<file path="src/rtl/sram_like_arb_2to1.sv">
// Two-master to one-slave SRAM-like bus arbiter with an in-order ID FIFO for response routing.
// Optional ARB_RR_EN: round-robin on conflict; otherwise fixed priority with m1 winning.
module sram_like_arb_2to1 #(
    parameter int unsigned OT_LOG2 = 2
) (
    input  logic                clk,
    input  logic                resetn,

    input  logic                m0_req,
    input  logic                m0_wr,
    input  logic [1:0]          m0_size,
    input  logic [3:0]          m0_wstrb,
    input  logic [31:0]         m0_addr,
    input  logic [31:0]         m0_wdata,
    output logic                m0_addr_ok,
    output logic                m0_data_ok,
    output logic [31:0]         m0_rdata,

    input  logic                m1_req,
    input  logic                m1_wr,
    input  logic [1:0]          m1_size,
    input  logic [3:0]          m1_wstrb,
    input  logic [31:0]         m1_addr,
    input  logic [31:0]         m1_wdata,
    output logic                m1_addr_ok,
    output logic                m1_data_ok,
    output logic [31:0]         m1_rdata,

    output logic                s_req,
    output logic                s_wr,
    output logic [1:0]          s_size,
    output logic [3:0]          s_wstrb,
    output logic [31:0]         s_addr,
    output logic [31:0]         s_wdata,
    input  logic                s_addr_ok,
    input  logic                s_data_ok,
    input  logic [31:0]         s_rdata,

    output logic [OT_LOG2:0]    ot_cnt
);

    localparam int unsigned DEPTH = 2 ** OT_LOG2;
    localparam int unsigned CNT_W = OT_LOG2 + 1;

    logic [CNT_W-1:0] wr_ptr;
    logic [CNT_W-1:0] rd_ptr;
    logic             id_mem [DEPTH];
    logic             last_grant;

    logic grant;
    logic granted_req;
    logic full;
    logic empty;
    logic push;
    logic pop;
    logic head_id;

    // Conflict resolution; grant=1 selects m1.
    always_comb begin
        grant = 1'b0;
        if (m0_req && m1_req) begin
`ifdef ARB_RR_EN
            grant = ~last_grant;
`else
            grant = 1'b1;
`endif
        end else if (m1_req) begin
            grant = 1'b1;
        end
    end

`ifndef ARB_RR_EN
    // Tracked for observability only in the fixed-priority build.
    logic unused_last_grant;
    assign unused_last_grant = last_grant;
`endif

    // Occupancy: the pointer MSB separates full from empty.
    assign ot_cnt = wr_ptr - rd_ptr;
    assign full   = (ot_cnt == CNT_W'(DEPTH));
    assign empty  = (wr_ptr == rd_ptr);

    assign granted_req = grant ? m1_req : m0_req;
    assign s_req       = resetn & granted_req & ~full;
    assign s_wr        = grant ? m1_wr    : m0_wr;
    assign s_size      = grant ? m1_size  : m0_size;
    assign s_wstrb     = grant ? m1_wstrb : m0_wstrb;
    assign s_addr      = grant ? m1_addr  : m0_addr;
    assign s_wdata     = grant ? m1_wdata : m0_wdata;

    assign push       = s_req & s_addr_ok;
    assign m0_addr_ok = push & ~grant;
    assign m1_addr_ok = push & grant;

    // A response with nothing outstanding is dropped.
    assign pop        = resetn & s_data_ok & ~empty;
    assign head_id    = id_mem[rd_ptr[OT_LOG2-1:0]];
    assign m0_data_ok = pop & ~head_id;
    assign m1_data_ok = pop & head_id;
    assign m0_rdata   = s_rdata;
    assign m1_rdata   = s_rdata;

    always_ff @(posedge clk) begin
        if (!resetn) begin
            wr_ptr     <= '0;
            rd_ptr     <= '0;
            last_grant <= 1'b1;
        end else begin
            if (push) begin
                wr_ptr     <= wr_ptr + CNT_W'(1);
                last_grant <= grant;
            end
            if (pop) begin
                rd_ptr <= rd_ptr + CNT_W'(1);
            end
        end
    end

    // ID storage needs no reset; entries are only read behind valid pointers.
    always_ff @(posedge clk) begin
        if (push) begin
            id_mem[wr_ptr[OT_LOG2-1:0]] <= grant;
        end
    end

endmodule

</file>
<file path="config.mk">
export PLATFORM = sky130hd
export DESIGN_NAME = sram_like_arb_2to1
export DESIGN_NICKNAME = d
export VERILOG_FILES = /design/src/rtl/sram_like_arb_2to1.sv
export SDC_FILE = /design/constraint.sdc
export NUM_CORES = 1
export LEC_CHECK = 0
export ABC_AREA = 0
export BUFFER_PORTS_ARGS = -buffer_cell sky130_fd_sc_hd__buf_2
export CAP_MARGIN = 20
export CORE_AREA = 5 5 121 123
export DETAILED_ROUTE_END_ITERATION = 16
export DIE_AREA = 0 0 126 128
export MAX_ROUTING_LAYER = met4
export PLACE_DENSITY = 0.45
export SYNTH_ARGS = -nofsm -noshare
export SYNTH_HDL_FRONTEND = slang
export SYNTH_SLANG_ARGS = --single-unit
export TNS_END_PERCENT = 10
</file>
<file path="constraint.sdc">
create_clock -name clk -period 2.15 [get_ports clk]
set_input_delay 0.1075 -clock clk [delete_from_list [all_inputs] [get_ports clk]]
set_output_delay 0.1075 -clock clk [all_outputs]
set_load 0.01 [all_outputs]
</file>
After elaboration in Yosys (flattened, before gate mapping)
Memories as Yosys holds them, arrays and structs flattened. A register that Yosys moved wholly into a read port is not among the register bits.
Index checks and enable logic that the tools add are counted.
{"block": "classes", "n_addsub": 3, "eq_ne": 2, "muxes": 12, "bitwise": 13, "reduce_logical": 1}
{"operator": "$mux W32", "count": 2}
{"operator": "$and A1 B1 Y1", "count": 9}
{"operator": "$add A3 B1 Y3 const B", "count": 2}
{"operator": "$mux W1", "count": 6}
{"operator": "$mux W2", "count": 3}
{"operator": "$mux W4", "count": 1}
{"operator": "$not A1 Y1", "count": 4}
{"operator": "$eq A3 B3 Y1", "count": 1}
{"operator": "$eq A3 B3 Y1 const B", "count": 1}
{"operator": "$sub A3 B3 Y3", "count": 1}
{"operator": "$logic_and A1 B1 Y1", "count": 1}
{"block": "totals", "regBits": 6, "ramBits": 4, "in_bits": 180, "out_inout_bits": 143, "mem_count": 1}
{"memory": "id_mem", "words": 4, "width": 1, "read_ports": 1, "rd_clocked_by_memory_dff": 1, "wr": 1, "line": "47", "text": "logic id_mem [DEPTH];"}

Longest topological paths before layout
Gate-level depths: netlist of the first run.
{"block": "depth", "depth_word": 8, "depth_mapped": 8}

Worst setup path after synthesis of the first run
No wires, ideal clock.
{"block": "synth_path", "kind": "register to register", "startpoint": "register wr_ptr[0]", "endpoint": "memory id_mem[3], enable pin", "setup_time_ns": 0.291, "arrival_time_ns": 1.756, "t_required_ns": 1.859, "setup_slack_ns": 0.103, "stages_incl_launch_ff": 8, "path_buffers": 0, "cell_sequence": "dfxtp_1 inv_1 ha_1 inv_1 fa_1 and2b_2 a21oi_4 and2_4"}
{"block": "synth_via", "elab_chain_len": 7}
{"element": "start: declaration", "line": "45", "text": "logic [CNT_W-1:0] wr_ptr;"}
{"element": "start signal: assignment", "line": "110", "text": "wr_ptr <= wr_ptr + CNT_W'(1);"}
{"element": "$sub A3 B3 Y3", "line": "79", "text": "assign ot_cnt = wr_ptr - rd_ptr;"}
{"element": "named net ot_cnt[1]", "line": "39", "text": "output logic [OT_LOG2:0] ot_cnt"}
{"element": "$eq A3 B3 Y1", "line": "80", "text": "assign full = (ot_cnt == CNT_W'(DEPTH));"}
{"element": "$not A1 Y1", "line": "84", "text": "assign s_req = resetn & granted_req & ~full;"}
{"element": "$and A1 B1 Y1", "line": "84"}
{"element": "$and A1 B1 Y1", "line": "91", "text": "assign push = s_req & s_addr_ok;"}
{"element": "$mux W1", "line": "121", "text": "if (push) begin"}
{"element": "$mux W1 (not written as such)", "line": "122", "text": "id_mem[wr_ptr[OT_LOG2-1:0]] <= grant;"}
{"element": "end: declaration", "line": "47"}
The timed path passes the listed nets, and every way through them passes these cells.

Worst setup path after layout of the first run
{"block": "layout_path", "startpoint": "register wr_ptr[0]", "endpoint": "output m0_addr_ok"}
{"block": "layout_via", "elab_chain_len": 6}
{"element": "$sub A3 B3 Y3", "line": "79"}
{"element": "$eq A3 B3 Y1", "line": "80"}
{"element": "$not A1 Y1", "line": "84"}
{"element": "$and A1 B1 Y1", "line": "84"}
{"element": "$and A1 B1 Y1", "line": "91"}
{"element": "$and A1 B1 Y1", "line": "92", "text": "assign m0_addr_ok = push & ~grant;"}
{"element": "end: declaration", "line": "15", "text": "output logic m0_addr_ok,"}
No other way between the ends.

==> impl_metrics.toml, run 1 <==
[setup_path]
crit_path_max_fanout = 2
cp-end-kind = "primary output"
worstSetupPathType = "reg2out"
cp.required_ps = 2040
arrival_ps = 2020
critPathLaunchType = "register"

[global_route]
grt_pass1_vias = 2215
antenna_found_initial = 0
grt_use_total_pct = 9.79
grt_pass1_wl_um = 12200
grt_max_degree = 32
grt-ovfl-total = 0

[logic_synthesis]
syn_area_mm2 = 0.00200
async_flop_share_pct = 0
yosysWarningCount = 0
synthCells = 207
ys_top_cells_by_area = "mux2_2 40%, buf_4 24%, dfxtp_1 8.0%"
synth_fp_nets = 395
yosys.cell_count.top_type = "mux2_2"
seq_area_frac_synth_pct = 14.0
synth-edff-count = 4
yosys-top-cells-count = "71 x mux2_2, 64 x buf_4, 10 x nand2_1, 8 x dfxtp_1"
yosys_most_used_dff = "dfxtp_1"
synth_top_area_share_pct = 40.0
synth_seq_cells = 12
ys_types = 29
synth_top_cell_by_area = "mux2_2"
postSynthAreaPerCell_um2 = 9.66

[sta]
max-slew-margin-rel_pct = 62.9
period_share_pct = 99.1
fin_skew_ps = 4.24
grt_setup_unrepaired = "yes"
fmax_mhz = 469
maxSlewViolCount = 0
hold_viol_final = 0
hold_ws_ps = 215
worst_slew_pin_slew_ps = 556
fin_crit_ps = 2130
final-setup-viol-count = 0
fin_setup_tns_ps = 0

[placement]
port_buffers = 226
gp_congestion = 0.794
place_hpwl_um = 7680
placed_area_mm2 = 0.00290

[clock_tree]
clk_latency_ps = 240
htree_num_levels = 1
cts-root-buf = "clkbuf_16"
clk_pin_slew_ps = 40
ctsHoldBuffers = 0
cts_tree = "done"
clock_sinks = 12
ctsLongestPathBuffers = 2
numCtsBuffers = 3

[die]
core_mm2 = 0.0136
pin_count = 323
start_util_pct = 14.7
std_cell_rows = 43
die-area_mm2 = 0.0161
fp.dieW_um = 126
die_height_um = 128

[detailed_routing]
drt_iter0_markers = 51
dr.pass1.iters = 4
viasPerCell = 3.69
ant_nets = 0
wirelength_um = 8500
vias = 2049
wire_per_inst_um = 15.3
drc = 0

[layout]
area_growth_pct = 52.2
stdcell_area_mm2 = 0.00304
multiInputGateArea_mm2 = 0.00119
post_route_cells_drive_above_1_share_pct = 87.5
antennaDiodeCount = 0
fillers = 1527
regArea_um2 = 285
nets = 564
final_util_pct = 22.4

[job]
max_cap_viol_count = 0

[power]
clkPwrFrac_pct = 27.7
p_leak_uw = 0.00156
power_density_mw_per_mm2 = 411
ir_drop_v = 0.000222
p_sw_share_pct = 32.0
internal-power_uw = 850
p_comb_share_pct = 51.1
seq_power_share_pct = 21.2
power.switching_uw = 401

[hold_path]
hp-class = "in2out"

[outcome]
outcome = "finished, final reports clean"
-- kinds of logic after synthesis --
family                     count (synthesis)  share of synthesized area [%]
xor gates and xnor gates                   3                           2.07
adders and majority gates                  8                           5.38
AOI/OAI and AO/OA                          7                           2.50
buffers and inverters                     80                           27.5
DFF                                       12                           14.0
and+or+nand+nor                           22                           5.95
muxes                                     75                           42.6
-- routing by layer --
layer,track usage [%],part of all wire [%],vias up
met3,4.04,11,5
li1,-,-,974
met4,1.39,0.52,0
met5,-,0,-
met2,15.1,47,167
met1,12.4,41,903
-- area by class of cell --
class                           instances  share of cell area [%]
Multi-Input combinational cell        115                    39.3
Timing Repair Buffer                  238                    40.5
Inverter                                6                   0.822
Tap cell                              180                    7.40
Clock buffer                            4                    2.59
Sequential cell                        12                    9.38
-- worst paths after layout --
check	from	to	slack (ps)	cells after the start
setup / recovery	wr_ptr[0]$_SDFFE_PN0P_	m0_addr_ok	20	9
setup reg to reg	wr_ptr[0]$_SDFFE_PN0P_	id_mem[3]$_DFFE_PP_	100	8
hold reg to reg	rd_ptr[2]$_SDFFE_PN0P_	rd_ptr[2]$_SDFFE_PN0P_	500	1
hold / removal	s_rdata[3]	m1_rdata[3]	220	0
-- power groups by stage --
| stage | Sequential (µW) | Clock [µW] | Combinational [µW] |
|---|---|---|---|
| after floorplan | 264 | 0 | 420 |
| after global placement | 266 | 0 | 605 |
| after detailed placement | 268 | 0 | 606 |
| after CTS | 266 | 353 | 650 |
| after global routing | 267 | 357 | 701 |
| final | 266 | 346 | 639 |
-- per-stage QoR --
stage,cells,power (µW),setup WS [ps]
after floorplan,207,684,103
after global placement,547,872,115
after detailed placement,547,874,62.2
after CTS,555,1270,4.44
after global routing,555,1330,-80.7
final,555,1250,19.4
-- worst max-delay path, stage by stage (launching register included) --
cell     delay, ps
dfxtp_4        350
inv_4           60
ha_4           120
inv_2           30
fa_1           490
and2b_2        230
nand2_2         70
nand3_2         80
nor3b_2        190
buf_2          160
-- cell usage in the layout, fill, tap and decap left out, types with 4 or more instances in the layout --
master,n
nand2_1,9
dfxtp_1,6
mux2_2,71
ha_1,6
buf_2,226
buf_4,11
inv_1,4
edfxtp_1,4
-- what timing repair did --
item                       in CTS  in global routing
setup buffers                   4                  0
hold endpoints to repair        0                  0
resized for setup              11                  0
pin swaps                       4                  3
setup endpoints to repair       2                  4
(Power assumes the default switching activity.)
==> run 2: changes to the inputs <==
--- a/config.mk
+++ b/config.mk
@@ -13,6 +13,7 @@
 export DIE_AREA = 0 0 126 128
 export MAX_ROUTING_LAYER = met4
 export PLACE_DENSITY = 0.45
+export SETUP_SLACK_MARGIN = 0.15
 export SYNTH_ARGS = -nofsm -noshare
 export SYNTH_HDL_FRONTEND = slang
 export SYNTH_SLANG_ARGS = --single-unit
==> run 2 against run 1 <==
The run now ends with negative setup slack left. Routed wire length fell by 5.9%. Non-clock buffer count is 3 lower. Count of clock-buffer cells in the layout unchanged. Maximum frequency decreased by 0.94%. Register-to-register slack got worse by 50 ps. Setup slack lost 20 ps. Core utilization decreased by 0.17 points. Die area unchanged. Via count down 0.29%. Global-route usage fell by 0.54 points. Final cell count shrank 0.54%.
==> impl_metrics.toml, run 2 (same netlist as run 1, synthesis figures left out) <==
[outcome]
outcome = "complete, but fails checks"
failed_checks = "negative setup slack"

[sta]
period_share_pct = 100
fin_crit_ps = 2150
maxSlewViolCount = 0
setup_ws_ps = -0.927
fmax_mhz = 465
grt_setup_unrepaired = "yes"
fin_skew_ps = 4.14
final-setup-viol-count = 1
worst_slew_pin_slew_ps = 488
max-slew-margin-rel_pct = 67.3
hold_viol_final = 0
fin_setup_tns_ps = -0.927

[hold_path]
hp-class = "in2out"
hold_path_depth = 0
min-delay-start = "s_rdata[16]"
min_to = "m0_rdata[16]"

[die]
fp.dieW_um = 126
core_mm2 = 0.0136
start_util_pct = 14.7
std_cell_rows = 43
die_height_um = 128
die-area_mm2 = 0.0161
pin_count = 323

[setup_path]
path_cells = "inv_4 -> ha_4 -> inv_2 -> fa_1 -> and2b_2 -> nand2_2 -> nand3_2 -> nor3b_2 -> buf_2"
worstSetupPathType = "reg2out"
crit_path_max_fanout = 3
cp.required_ps = 2040
worstReg2RegStart = "wr_ptr[0]$_SDFFE_PN0P_"
cp-end-kind = "primary output"
slowest_stage = "fa_1"
r2r_end = "id_mem[3]$_DFFE_PP_"
reg2reg_setup_slack_ps = 50
r2r.worst_path.cells = 8
critPathLaunchType = "register"
max_stage_delay_ps = 490
arrival_ps = 2040

[placement]
place_hpwl_um = 7160
placed_area_mm2 = 0.00289
dp.cells = 544
gp_congestion = 0.771
port_buffers = 226

[power]
clkPwrFrac_pct = 27.9
power.switching_uw = 393
report.power.total_uw = 1240
p_sw_share_pct = 31.7
p_comb_share_pct = 50.7
power_density_mw_per_mm2 = 411
ir_drop_v = 0.000223
internal-power_uw = 848
seq_power_share_pct = 21.4
p_leak_uw = 0.00155

[detailed_routing]
routed.top_layer = "met4"
vias = 2043
ant_nets = 0
wl_met3_um = 869
dr.pass1.iters = 3
drt_iter0_markers = 88
dr_wl_met2_um = 3800
drc = 0
wl_met1_um = 3250
wirelength_um = 8000
wire_per_inst_um = 14.5
viasPerCell = 3.70

[job]
max_cap_viol_count = 0

[global_route]
antenna_found_initial = 0
grt_use_total_pct = 9.26
grt_pass1_wl_um = 11800
grt_pass1_vias = 2263
grt_max_degree = 36
grt-ovfl-total = 0

[layout]
post_route_cells_drive_above_1_share_pct = 87.4
antennaDiodeCount = 0
multiInputGateArea_mm2 = 0.00119
area_growth_pct = 51.1
stdcell_area_mm2 = 0.00302
final_common_cell = "buf_2"
fillers = 1504
nets = 561
regArea_um2 = 285
final-instance-count-excl-fill = 552
final_cell_mix = "226 x buf_2, 71 x mux2_2, 9 x nand2_1, 8 x buf_4"

[clock_tree]
numCtsBuffers = 3
cts-root-buf = "clkbuf_16"
htree_num_levels = 1
ctsHoldBuffers = 0
ctsLongestPathBuffers = 2
cts_tree = "done"
clock_sinks = 12
clk_latency_ps = 240
clk_pin_slew_ps = 40
-- run 2: cell types whose count changed in the layout (fill, tap and decap cells not counted) --
| cell | previous run | this run |
|---|---|---|
| buf_4 | 11 | 8 |
-- run 2: area by class of cell --
class / instances / share of cell area [%]
sequential: 12 / 9.44
multi-input combinational: 115 / 39.6
inverter: 6 / 0.828
tap: 180 / 7.46
timing repair buffer: 235 / 40.1
clock buffer: 4 / 2.61
-- run 2: layer usage --
layer,vias up,global-route usage [%]
li1,971,-
met5,-,-
met3,7,3.88
met4,0,1.58
met2,155,14.1
met1,910,11.7
-- run 2: power groups by stage --
| stage | combinational, µW | clock, µW | sequential [µW] |
|---|---|---|---|
| after global routing | 693 | 364 | 267 |
| after floorplan | 425 | 0 | 267 |
| after CTS | 630 | 354 | 266 |
| final | 629 | 346 | 265 |
| after detailed placement | 603 | 0 | 271 |
| after global placement | 598 | 0 | 270 |
-- run 2: worst max-delay path by stage --
stage / from / to / slack [ps] / depth (start not counted)
final: wr_ptr[0]$_SDFFE_PN0P_ / m0_addr_ok / -0.9 / 9
after global routing: wr_ptr[0]$_SDFFE_PN0P_ / m0_addr_ok / -90 / 9
after CTS: wr_ptr[0]$_SDFFE_PN0P_ / m0_addr_ok / -20 / 9
after detailed placement: wr_ptr[0]$_SDFFE_PN0P_ / m0_addr_ok / 90 / 9
after global placement: wr_ptr[0]$_SDFFE_PN0P_ / m0_addr_ok / 150 / 9
after floorplan: wr_ptr[0]$_SDFFE_PN0P_ / id_mem[3]$_DFFE_PP_ / 150 / 7
-- run 2: repair_timing --
| action | in CTS | in global routing |
|---|---|---|
| endpoints found under the setup margin | 8 | 10 |
| pin swaps | 5 | 2 |
| buffers inserted | 3 | 1 |
| resized for setup | 5 | 0 |
-- run 2: worst max-delay path, delay by kind of cell, from the launching register on --
family | cells | cell delay, ps
DFF | 1 | 340
and+or+nand+nor | 4 | 610
buffers and inverters | 3 | 230
adders and majority gates | 2 | 600
-- run 2: per-stage QoR --
step	setup slack [ps]	util, %	hold slack, ps
6_report	-0.927	22.3	215
5_1_grt	-93.9	22.3	215
4_1_cts	-23.8	22.2	215
3_5_place_dp	85.3	21.3	215
3_3_place_gp	151	21.3	215
2_1_floorplan	151	-	307
